<file path="config.mk">
export PLATFORM = sky130hd
export DESIGN_NAME = uart_byte_tx
export DESIGN_NICKNAME = d
export VERILOG_FILES = /design/src/rtl/uart_byte_tx.sv
export SDC_FILE = /design/constraint.sdc
export NUM_CORES = 1
export LEC_CHECK = 0
export ABC_AREA = 0
export CAP_MARGIN = 20
export CORE_AREA = 3 3 57 59
export DETAILED_ROUTE_END_ITERATION = 12
export DIE_AREA = 0 0 60 62
export PLACE_DENSITY = 0.69
export SLEW_MARGIN = 25
export SYNTH_ARGS = -nofsm -noshare
export SYNTH_HDL_FRONTEND = slang
export SYNTH_SLANG_ARGS = --single-unit
</file>
<file path="constraint.sdc">
create_clock -name i_clk -period 2.15 [get_ports i_clk]
set_input_delay 0.3225 -clock i_clk [delete_from_list [all_inputs] [get_ports i_clk]]
set_output_delay 0.3225 -clock i_clk [all_outputs]
set_load 0.005 [all_outputs]
</file>
<file path="src/rtl/uart_byte_tx.sv">
// UART byte transmitter: one byte per start pulse, LSB first, 8N1 framing.
// Define UART_TX_PARITY_EN to insert an even-parity bit after D7 (8E1).
module uart_byte_tx #(
  parameter int unsigned CLKS_PER_BIT = 434,
  parameter int unsigned STOP_BITS    = 1
) (
  input  logic       i_clk,
  input  logic       i_rst_n,
  input  logic       i_tx_en,
  input  logic [7:0] i_tx_byte,
  output logic       o_tx_serial,
  output logic       o_tx_active,
  output logic       o_tx_done,
  output logic       o_overrun
);

  localparam int unsigned BAUD_W = (CLKS_PER_BIT > 1) ? $clog2(CLKS_PER_BIT) : 1;
  localparam int unsigned BIT_W  = 3;
  localparam logic [BAUD_W-1:0] BAUD_LAST = BAUD_W'(CLKS_PER_BIT - 1);
  localparam logic [BIT_W-1:0]  DATA_LAST = BIT_W'(7);
  localparam logic [BIT_W-1:0]  STOP_LAST = BIT_W'(STOP_BITS - 1);

`ifdef UART_TX_PARITY_EN
  typedef enum logic [2:0] {IDLE, START, DATA, PARITY, STOP} state_t;
`else
  typedef enum logic [2:0] {IDLE, START, DATA, STOP} state_t;
`endif

  state_t            state, state_nxt;
  logic [BAUD_W-1:0] baud_cnt, baud_nxt;
  logic [BIT_W-1:0]  bit_cnt, bit_nxt;
  logic [7:0]        shift_reg, shift_nxt;
  logic              serial_nxt, active_nxt, done_nxt, overrun_nxt;
  logic              baud_wrap;
`ifdef UART_TX_PARITY_EN
  logic              parity_bit, parity_nxt;
`endif

  assign baud_wrap = (baud_cnt == BAUD_LAST);

  // State and registered outputs; reset forces the line idle immediately.
  always_ff @(posedge i_clk or negedge i_rst_n) begin
    if (!i_rst_n) begin
      state       <= IDLE;
      baud_cnt    <= '0;
      bit_cnt     <= '0;
      shift_reg   <= '0;
      o_tx_serial <= 1'b1;
      o_tx_active <= 1'b0;
      o_tx_done   <= 1'b0;
      o_overrun   <= 1'b0;
`ifdef UART_TX_PARITY_EN
      parity_bit  <= 1'b0;
`endif
    end else begin
      state       <= state_nxt;
      baud_cnt    <= baud_nxt;
      bit_cnt     <= bit_nxt;
      shift_reg   <= shift_nxt;
      o_tx_serial <= serial_nxt;
      o_tx_active <= active_nxt;
      o_tx_done   <= done_nxt;
      o_overrun   <= overrun_nxt;
`ifdef UART_TX_PARITY_EN
      parity_bit  <= parity_nxt;
`endif
    end
  end

  // Next-state, counters and next output values.
  always_comb begin
    state_nxt   = state;
    baud_nxt    = baud_cnt;
    bit_nxt     = bit_cnt;
    shift_nxt   = shift_reg;
    overrun_nxt = o_overrun;
    done_nxt    = 1'b0;
`ifdef UART_TX_PARITY_EN
    parity_nxt  = parity_bit;
`endif

    if (state != IDLE) begin
      baud_nxt = baud_wrap ? '0 : BAUD_W'(baud_cnt + 1'b1);
      if (i_tx_en) overrun_nxt = 1'b1;
    end

    case (state)
      IDLE: begin
        if (i_tx_en) begin
          shift_nxt = i_tx_byte;
          baud_nxt  = '0;
          bit_nxt   = '0;
          state_nxt = START;
`ifdef UART_TX_PARITY_EN
          parity_nxt = ^i_tx_byte;
`endif
        end
      end
      START: begin
        if (baud_wrap) state_nxt = DATA;
      end
      DATA: begin
        if (baud_wrap) begin
          shift_nxt = {1'b0, shift_reg[7:1]};
          if (bit_cnt == DATA_LAST) begin
            bit_nxt = '0;
`ifdef UART_TX_PARITY_EN
            state_nxt = PARITY;
`else
            state_nxt = STOP;
`endif
          end else begin
            bit_nxt = BIT_W'(bit_cnt + 1'b1);
          end
        end
      end
`ifdef UART_TX_PARITY_EN
      PARITY: begin
        if (baud_wrap) state_nxt = STOP;
      end
`endif
      STOP: begin
        // bit_cnt doubles as the stop-bit index here
        if (baud_wrap) begin
          if (bit_cnt == STOP_LAST) begin
            bit_nxt   = '0;
            state_nxt = IDLE;
            done_nxt  = 1'b1;
          end else begin
            bit_nxt = BIT_W'(bit_cnt + 1'b1);
          end
        end
      end
      default: state_nxt = IDLE;
    endcase

    active_nxt = (state_nxt != IDLE);
    case (state_nxt)
      START:   serial_nxt = 1'b0;
      DATA:    serial_nxt = shift_nxt[0];
`ifdef UART_TX_PARITY_EN
      PARITY:  serial_nxt = parity_nxt;
`endif
      default: serial_nxt = 1'b1;
    endcase
  end

endmodule

</file>
==> results_dict.tcl <==
set metrics [dict create \
    status "finished, final reports clean" \
    netSwitchingFraction 0.2897 \
    setup_viol 0 \
    cts-root-buf "clkbuf_4" \
    syn_area_per_cell_sq_um 9.927 \
    cp_top_family "compound AO/OA/AOI/OAI gates" \
    critPathSlowestCell "or4b_4" \
    grt_max_degree 28 \
    r2r-end "o_tx_serial" \
    cts_tree "built" \
    yosysWarningCount 0 \
    regArea_sq_um 676.9 \
    die-area_sq_um 3720 \
    pwr-share-comb 0.193 \
    drt-pass1-iter-count 4 \
    grt_pass1_wl_um 4519 \
    die_w_um 60 \
    cp_max_fo 3 \
    port_buffers 14 \
    cp.arrival_ps 2410 \
    grt_overflow 0 \
    worst_slack_ps 15.09 \
    rrSetupSlack_ps 20 \
    core-area_sq_um 2758 \
    mostFrequentLayoutCells "dfrtp_1 (26), nand2_1 (18), clkdlybuf4s50_1 (14)" \
    ys_ff_latch 27 \
    start_util 0.4932 \
    rows 19 \
    reg2regPathDepth 5 \
    grt_pass1_vias 1043 \
    path_clk_slew_ps 150 \
    grt.total_usage 0.1627 \
    multiInputGateArea_sq_um 645.6 \
    end_kind "flip-flop" \
    synth_cell_type_count 40 \
    syn-num-nets 153 \
    grt_setup_unrepaired "yes" \
    critical_path_class "reg -> reg" \
    grtUsageMet1 0.2068 \
    wl_um 2691 \
    place_area_sq_um 1592 \
    grt-busiest-layer "met2" \
    gp_congestion 0.7993 \
    cts.sinks 27 \
    antenna_found_initial 0 \
    wire_per_inst_um 14.02 \
    hold_slack_ps 337.0 \
    ir_drop_mv 0.4181 \
    drcViolationCount 0 \
    p_switching_w 0.0003000 \
    drive_gt1_frac 0.1304 \
    drv_cap 0 \
    nets 178 \
    stdcell_area_sq_um 1630 \
    final_util 0.5912 \
    die_y_um 62 \
    power_frac_clock 0.215 \
    syn_to_final_growth_pct 19.87 \
    antennaDiodeCount 0 \
    dp_hpwl_um 2021 \
    start_kind "flip-flop" \
    total_leakage_power_nw 0.7599 \
    cp.required_ps 2420 \
    met3_usage 0.02479 \
    ant_nets 0 \
    numCtsBuffers 3 \
    totalPowerFinal_w 0.001036 \
    use_met2 0.2747 \
    num_io_pins 15 \
    fmax_ghz 0.4684 \
    cts_hold_buf 0 \
    hold_viol 0 \
    largest_reg_flops 9 \
    power.density_nw_per_um2 635.2 \
    fillers 255 \
    final_common_cell "dfrtp_1" \
    power.share.sequential 0.592 \
    netlist_instances 137 \
    finalCritPeriodShare 0.9930 \
    path_cells "or4b_4, o31a_1, a221o_1, a211o_1, mux2_4" \
    place_ws_ps 43.52 \
    hold_class "in -> async" \
    cts.path.max_buffers 2 \
    clk_latency_ps 320 \
    critPathBufInv 0 \
    viasPerCell 5.448 \
    fin_crit_ps 2135 \
    htreeDepth 1 \
    intPower_w 0.0007356 \
    synth_area_sq_um 1360 \
    r2r_start "baud_cnt[6]" \
    vias 1046 \
    yosysSeqAreaShare 0.4977 \
    slew_violations 0 \
    skew_ps 6.474 \
    cpPeakStageDelay_ps 560 \
    drt_iter0_markers 42 \
]
[cell families (layout without fill, tap and decap cells)]
kind of cell | Yosys count | count (layout) | share of synthesized area
compound gates | 34 | 34 | 0.1794
xor+xnor | 4 | 4 | 0.02576
fa+ha+maj | 5 | 5 | 0.04600
buf+inv | 11 | 35 | 0.03036
flops | 27 | 27 | 0.4977
mux | 1 | 1 | 0.008279
other cells | 1 | 1 | 0.002757
simple gates | 54 | 54 | 0.2097
[worst register-to-register path, stage by stage (launching register included)]
cell     delay [ps]
dfrtp_1         400
or4b_4          560
o31a_1          310
a221o_1         320
a211o_1         240
mux2_4          260
[per-stage QoR]
stage          setup TNS [ps]  cells
6_report                    0    192
5_1_grt                -38.21    192
4_1_cts                     0    191
3_5_place_dp                0    187
3_3_place_gp                0    187
2_1_floorplan               0    137
[repair_timing]
| action | 4_1_cts | 5_1_grt |
|---|---|---|
| setup endpoints to repair | 0 | 1 |
| gates resized for setup | 0 | 1 |
| setup buffers | 0 | 1 |
[power groups by stage]
stage	clock [W]	combinational, W	sequential (W)
floorplan	0	0.000105	0.000617
global placement	0	0.000186	0.000619
detailed placement	0	0.000200	0.000624
CTS	0.000229	0.000201	0.000613
global route	0.000251	0.000228	0.000623
finish	0.000222	0.000200	0.000613
[Yosys cell counts]
library cell	instances	area [sq um]
ha_1	5	62.56
a21oi_1	4	20.02
nand4_1	2	12.51
o2111ai_1	1	8.760
nor2_1	12	45.04
dfstp_2	1	26.28
a22oi_1	6	45.04
nand2_1	18	67.56
a21boi_0	1	7.510
a211oi_1	1	7.510
o21ai_1	1	5.000
a21o_1	2	15.01
o31a_1	1	8.760
o21ai_0	8	40.04
a221o_1	1	10.01
a31o_2	1	8.760
or3_1	1	6.260
nor4b_2	1	15.01
nand3_1	3	15.01
xnor2_1	1	8.760
dfrtp_1	26	650.6
mux2_2	1	11.26
a211o_1	1	8.760
a22o_1	1	8.760
nor2_2	1	6.260
a32oi_1	1	8.760
nor2b_1	2	12.51
xor2_1	3	26.28
or4b_4	1	13.76
o31ai_1	1	7.510
clkbuf_1	4	15.01
a311oi_2	1	15.01
nand2b_1	6	37.54
and3_1	3	18.77
o2bb2ai_1	1	8.760
and4_1	3	26.28
inv_1	7	26.28
a32o_1	1	10.01
nor4b_1	1	8.760
conb_1	1	3.750
[final cells by class]
type,instances,area share
clock buffers,3,0.01381
clock inverters,1,0.003070
inverters,7,0.01612
multi-input cells,99,0.3960
flip-flops and latches,27,0.4152
well taps,31,0.02379
repair buffers,24,0.1320
[how the worst max path moves through the flow]
stage,cells after the start,startpoint,endpoint,slack [ps]
floorplan,5,baud_cnt[6],o_tx_serial,80
global placement,5,baud_cnt[6],o_tx_serial,80
detailed placement,5,baud_cnt[6],o_tx_serial,40
CTS,5,baud_cnt[6],o_tx_serial,4
global route,5,baud_cnt[6],o_tx_serial,-40
finish,5,baud_cnt[6],o_tx_serial,20
[routing by layer]
metal | routed length, um | share of wire | vias to the layer above
met1 | 1252 | 0.47 | 494
met5 | 0 | 0 | -
met2 | 1321 | 0.49 | 13
met4 | 19 | 0.0071 | 0
li1 | - | - | 537
met3 | 98 | 0.036 | 2
No activity file was read; power rests on OpenSTA's default activity.
